==> config.mk <==
export PLATFORM = sky130hd
export DESIGN_NAME = wb_writer
export DESIGN_NICKNAME = d
export VERILOG_FILES = /design/src/rtl/wb_writer_pkg.sv /design/src/rtl/wb_scoreboard.sv /design/src/rtl/wb_writer.sv
export SDC_FILE = /design/constraint.sdc
export NUM_CORES = 1
export LEC_CHECK = 0
export BUFFER_PORTS_ARGS = -buffer_cell sky130_fd_sc_hd__buf_4
export CORE_MARGIN = 3
export CORE_UTILIZATION = 38
export DETAILED_ROUTE_END_ITERATION = 16
export PLACE_DENSITY = 0.79
export RECOVER_POWER = 50
export SLEW_MARGIN = 20
export SYNTH_ARGS = -nofsm -noshare
export SYNTH_HDL_FRONTEND = slang
export SYNTH_HIERARCHICAL = 1
export SYNTH_SLANG_ARGS = --single-unit
==> constraint.sdc <==
create_clock -name clk -period 0.99 [get_ports clk]
set_input_delay 0.198 -clock clk [delete_from_list [all_inputs] [get_ports clk]]
set_output_delay 0.198 -clock clk [all_outputs]
set_load 0.03 [all_outputs]
==> src/rtl/wb_writer_pkg.sv <==
// Shared constants and helpers for the write-back stage.
// Pulled in by wb_writer and wb_scoreboard.
package wb_writer_pkg;

  localparam int NUM_REGS  = 8;
  localparam int REG_SEL_W = 3;
  localparam int DATA_W    = 16;

  localparam logic [1:0] WBSEL_ALU = 2'b00;
  localparam logic [1:0] WBSEL_MEM = 2'b01;
  localparam logic [1:0] WBSEL_PC  = 2'b10;
  localparam logic [1:0] WBSEL_ILL = 2'b11;

  // Pick the write-back source. The illegal encoding produces zero so that
  // nothing stale ever leaks onto the register-file data bus.
  function automatic logic [DATA_W-1:0] wb_select(
    input logic [1:0]        sel,
    input logic [DATA_W-1:0] alu,
    input logic [DATA_W-1:0] rdata,
    input logic [DATA_W-1:0] pcinc
  );
    logic [DATA_W-1:0] res;
    case (sel)
      WBSEL_ALU: res = alu;
      WBSEL_MEM: res = rdata;
      WBSEL_PC:  res = pcinc;
      default:   res = {DATA_W{1'b0}};
    endcase
    return res;
  endfunction

endpackage

==> src/rtl/wb_scoreboard.sv <==
// Per-register pending-write scoreboard: one saturating up/down counter per
// architectural register. Issue increments, retire decrements; an issue and
// retire hitting the same register in one cycle cancel out.
// err_evt pulses for one cycle on overflow or underflow; the caller holds
// the sticky flag.
module wb_scoreboard
  import wb_writer_pkg::*;
#(
  parameter int SB_BITS = 2
) (
  input  logic                 clk,
  input  logic                 rst,
  input  logic                 inc_en,
  input  logic [REG_SEL_W-1:0] inc_sel,
  input  logic                 dec_en,
  input  logic [REG_SEL_W-1:0] dec_sel,
  output logic [NUM_REGS-1:0]  busy,
  output logic                 err_evt
);

  localparam logic [SB_BITS-1:0] CNT_MAX  = {SB_BITS{1'b1}};
  localparam logic [SB_BITS-1:0] CNT_ZERO = {SB_BITS{1'b0}};
  localparam logic [SB_BITS-1:0] CNT_ONE  = {{(SB_BITS-1){1'b0}}, 1'b1};

  logic [SB_BITS-1:0]  cnt_q [NUM_REGS];
  logic [SB_BITS-1:0]  cnt_d [NUM_REGS];
  logic [NUM_REGS-1:0] busy_q;
  logic [NUM_REGS-1:0] busy_d;
  logic                err_s;

  // Next-state counters, busy vector and overflow/underflow detection.
  always_comb begin
    err_s = 1'b0;
    for (int r = 0; r < NUM_REGS; r++) begin
      logic inc_hit;
      logic dec_hit;
      inc_hit  = inc_en && (inc_sel == r[REG_SEL_W-1:0]);
      dec_hit  = dec_en && (dec_sel == r[REG_SEL_W-1:0]);
      cnt_d[r] = cnt_q[r];
      if (inc_hit && dec_hit) begin
        cnt_d[r] = cnt_q[r];
      end else if (inc_hit) begin
        if (cnt_q[r] == CNT_MAX) begin
          err_s = 1'b1;
        end else begin
          cnt_d[r] = cnt_q[r] + CNT_ONE;
        end
      end else if (dec_hit) begin
        if (cnt_q[r] == CNT_ZERO) begin
          err_s = 1'b1;
        end else begin
          cnt_d[r] = cnt_q[r] - CNT_ONE;
        end
      end else begin
        cnt_d[r] = cnt_q[r];
      end
      busy_d[r] = (cnt_d[r] != CNT_ZERO);
    end
  end

  // Counter and busy state.
  always_ff @(posedge clk or posedge rst) begin
    if (rst) begin
      for (int r = 0; r < NUM_REGS; r++) begin
        cnt_q[r] <= CNT_ZERO;
      end
      busy_q <= {NUM_REGS{1'b0}};
    end else begin
      for (int r = 0; r < NUM_REGS; r++) begin
        cnt_q[r] <= cnt_d[r];
      end
      busy_q <= busy_d;
    end
  end

  assign busy    = busy_q;
  assign err_evt = err_s;

endmodule

==> src/rtl/wb_writer.sv <==
// Write-back stage: MEM/WB pipeline latch, source select, register-file
// write port, sticky error flag and (optionally) the pending-write
// scoreboard. Define WB_SCOREBOARD_EN to build the scoreboard; without it
// busy is tied low, the iss_* inputs are ignored and err only reports the
// illegal source select.
module wb_writer
  import wb_writer_pkg::*;
#(
  parameter int SB_BITS = 2
) (
  input  logic                 clk,
  input  logic                 rst,
  input  logic                 iss_valid,
  input  logic                 iss_regwrite,
  input  logic [REG_SEL_W-1:0] iss_dst,
  input  logic                 mem_valid,
  input  logic                 mem_regwrite,
  input  logic                 mem_kill,
  input  logic [REG_SEL_W-1:0] mem_dst,
  input  logic [1:0]           mem_wbsel,
  input  logic [DATA_W-1:0]    mem_alu,
  input  logic [DATA_W-1:0]    mem_rdata,
  input  logic [DATA_W-1:0]    mem_pcinc,
  output logic [REG_SEL_W-1:0] writeregsel,
  output logic [DATA_W-1:0]    writedata,
  output logic                 write,
  output logic [NUM_REGS-1:0]  busy,
  output logic                 err
);

  logic                 valid_q, valid_d;
  logic                 regwrite_q, regwrite_d;
  logic                 kill_q, kill_d;
  logic [REG_SEL_W-1:0] dst_q, dst_d;
  logic [1:0]           wbsel_q, wbsel_d;
  logic [DATA_W-1:0]    data_q, data_d;
  logic                 err_q, err_d;

  logic                 retire_s;
  logic                 ill_s;
  logic                 write_s;
  logic                 sb_err_s;

  // Next latch contents; the source mux sits ahead of the latch so only the
  // selected word is stored. WB never stalls, so capture is unconditional.
  always_comb begin
    valid_d    = mem_valid;
    regwrite_d = mem_regwrite;
    kill_d     = mem_kill;
    dst_d      = mem_dst;
    wbsel_d    = mem_wbsel;
    data_d     = wb_select(mem_wbsel, mem_alu, mem_rdata, mem_pcinc);
  end

  // Retire / write-enable decode from the latch, and the sticky error update.
  always_comb begin
    retire_s = valid_q & regwrite_q;
    ill_s    = (wbsel_q == WBSEL_ILL);
    write_s  = retire_s & ~kill_q & ~ill_s;
    err_d    = err_q | (retire_s & ill_s) | sb_err_s;
  end

  // MEM/WB latch and sticky error flag.
  always_ff @(posedge clk or posedge rst) begin
    if (rst) begin
      valid_q    <= 1'b0;
      regwrite_q <= 1'b0;
      kill_q     <= 1'b0;
      dst_q      <= {REG_SEL_W{1'b0}};
      wbsel_q    <= WBSEL_ALU;
      data_q     <= {DATA_W{1'b0}};
      err_q      <= 1'b0;
    end else begin
      valid_q    <= valid_d;
      regwrite_q <= regwrite_d;
      kill_q     <= kill_d;
      dst_q      <= dst_d;
      wbsel_q    <= wbsel_d;
      data_q     <= data_d;
      err_q      <= err_d;
    end
  end

  assign write       = write_s;
  assign writeregsel = dst_q;
  assign writedata   = data_q;
  assign err         = err_q;

`ifdef WB_SCOREBOARD_EN
  wb_scoreboard #(
    .SB_BITS (SB_BITS)
  ) u_scoreboard (
    .clk     (clk),
    .rst     (rst),
    .inc_en  (iss_valid & iss_regwrite),
    .inc_sel (iss_dst),
    .dec_en  (retire_s),
    .dec_sel (dst_q),
    .busy    (busy),
    .err_evt (sb_err_s)
  );
`else
  // Issue-side inputs have no consumer in the non-pipelined build.
  logic unused_iss_s;
  assign unused_iss_s = ^{iss_valid, iss_regwrite, iss_dst};
  assign busy         = {NUM_REGS{1'b0}};
  assign sb_err_s     = 1'b0;
`endif

endmodule
==> out/metrics.cfg <==
[clocking]
cts_tree = done
htreeDepth = 1
cts_buffer_depth = 2
clkLatencyLatePin_ns = 0.29
clock_tree.root_cell = clkbuf_4
cts_sinks = 25
path_clk_slew_ns = 0.13
cts_buffers = 3

[pwr]
p_per_area_nw_per_um2 = 1210
ir_drop_mv = 0.878
power_uw = 2260
leakage_uw = 0.000949

[hold_path]
hold_path_class = in2reg

[synth]
synth_edf_count = 0
synth_top_area_share_pct = 57.1
synthFlopType = dfrtp_1
async_flop_share_pct = 100
synth_area_per_cell_um2 = 14.2
synth_area_um2 = 1100
ys_ff_latch = 25
ys_top_cells_by_count = 25 x dfrtp_1, 16 x mux2i_1, 16 x o2bb2ai_1
yosys.cell_count.top_type = dfrtp_1
yosysSeqAreaShare_pct = 57.1
synth_cell_type_count = 13
synth.top_cells.by_area = dfrtp_1 57%, mux2i_1 15%, o2bb2ai_1 13%
synth_cells = 77
yosys.area.top_type = dfrtp_1
synth_warnings = 6

[cells_and_area]
diodes = 0
nNetsFinal = 231
seqCellArea_um2 = 626
area_growth_pct = 70.3
fillers = 177
drive_gt1_share_pct = 53.9
multi_input_area_um2 = 374
post-route-util_pct = 71.5

[placed_design]
dpl.hpwl_mm = 2.32
portBuffers = 78
finalWeightedCongestion = 0.677

[sta]
setup_ws_ns = -0.394
fin_crit_sh_pct = 140
max_freq_mhz = 722
rsz0062_at_grt = true
hold_viol = 0
finalCriticalPeriod_ns = 1.38
skew_ns = 0.000263
hold_ws_ns = 0.0900
maxSlewHeadroom_pct = 50.3
maxSlewViolCount = 0
worst_slew_pin_slew_ns = 0.746
setup_viol = 21

[drt]
drt-pass1-iter-count = 3
viasPerCell = 4.78
wl_mm = 3.08
antenna_left = 0
drc = 0
wl_per_cell_um = 15.6
vias = 941
dr.first_iter.drc_count = 20

[floorplanning]
num_rows = 18
core_um2 = 2610
die-width_um = 59.7
die_h_um = 59.7
die_area_um2 = 3560
initial_utilization_pct = 42.0
io_pins = 92

[setup_path]
critPathKind = reg2out
cpPeakStageDelay_ns = 0.42
startpoint_type = flip-flop
path_max_fanout = 2
worst_ep_arrival_time_ns = 1.19
cp_cell_sequence = a21oi_2 > and3_4 > buf_6
cp-end-kind = output port
crit_slowest_cell = dfrtp_1
worstPathRequired_ns = 0.79

[grt]
grt_first_pass_wirelength_mm = 4.54
grt_pass1_vias = 1013
overflow = 0
antenna_found_initial = 0
grt_max_degree = 26
grtUsageTotal_pct = 17.2

[job]
max_cap_viol_count = 0

[status]
status = complete, but fails checks
violations = setup timing

==> path summary, 6_finish.rpt <==
path / startpoint / to / slack (ns) / depth (start not counted)
worst max-delay path: wbsel_q[1] / write / -0.39 / 3
worst min-delay path: mem_rdata[10] / writedata[10] / 0.09 / 2
worst max register to register: err / err / 0.17 / 2
worst min register to register: regwrite_q / err / 0.56 / 1
max in group asynchronous: rst / writedata[13] / 0.19 / 4
min in group asynchronous: rst / writedata[6] / 0.55 / 4
==> worst max-delay path, delay by kind of cell, from the launching register on <==
kind                   cells  cell delay (ns)
AO/OA/AOI/OAI              1             0.16
flip-flops                 1             0.42
AND/OR/NAND/NOR            1             0.19
buffers and inverters      1             0.12
==> report_power, final <==
| group | total (µW) | internal (µW) | switching [µW] |
|---|---|---|---|
| clock | 426 | 157 | 269 |
| combinational | 699 | 363 | 336 |
| sequential | 1130 | 1090 | 39.4 |
==> final cells by class <==
class / count / share of cell area, %
Timing Repair Buffer: 93 / 42.8
Sequential cell: 25 / 33.5
Multi-Input combinational cell: 44 / 20.0
Tap cell: 30 / 2.01
Clock buffer: 4 / 1.41
Inverter: 1 / 0.201
==> placed cells by master (no fill, tap or decap) <==
cell type	Yosys	layout
buf_4	8	54
dfrtp_1	25	25
buf_6	3	21
mux2i_1	16	16
o2bb2ai_1	16	16
clkbuf_4	0	11
conb_1	1	8
dlygate4sd3_1	0	7
clkbuf_1	1	3
nor2b_4	1	1
a41o_1	1	1
a21oi_2	0	1
and3_4	0	1
inv_1	1	1
buf_12	0	1
==> layer usage <==
layer	track usage (%)	routed length, µm	vias up	part of all wire (%)
li1	-	-	445	-
met5	0	0	-	0
met2	36.1	1830	42	59
met4	4.75	24	0	0.78
met1	17.1	1000	452	33
met3	1.73	224	2	7.3
==> registers in the layout (all words and copies together) (netlist names) <==
register / count
wbsel_q: 2
writeregsel: 3
writedata: 16
kill_q: 1
regwrite_q: 1
valid_q: 1
err: 1
==> cells by family (layout without fill, tap and decap cells) <==
group,Yosys count,count (layout),synth area share [%]
AOI/OAI and AO/OA,18,18,14.2
buffers and inverters,15,98,12.0
DFF,25,25,57.1
muxes,16,16,14.6
other,1,8,0.342
and+or+nand+nor,2,2,1.83
==> repair_timing <==
action,in CTS,in global routing
hold buffers,7,0
setup buffers,1,0
hold endpoints to repair,31,0
gates cloned,0,0
pin swaps,0,2
gates resized for setup,21,2
endpoints found under the setup margin,21,21
==> per-stage QoR <==
step / area [µm²] / setup WS (ns) / std cells / TNS (ns)
floorplan: 1120 / 0.0420 / 84 / 0
global placement: 1680 / -0.0100 / 185 / -0.0100
detailed placement: 1680 / -0.0232 / 185 / -0.0232
CTS: 1870 / -0.359 / 197 / -1.44
global route: 1870 / -0.437 / 197 / -2.15
finish: 1870 / -0.394 / 197 / -1.32
Power figures use the tool's default switching activity.
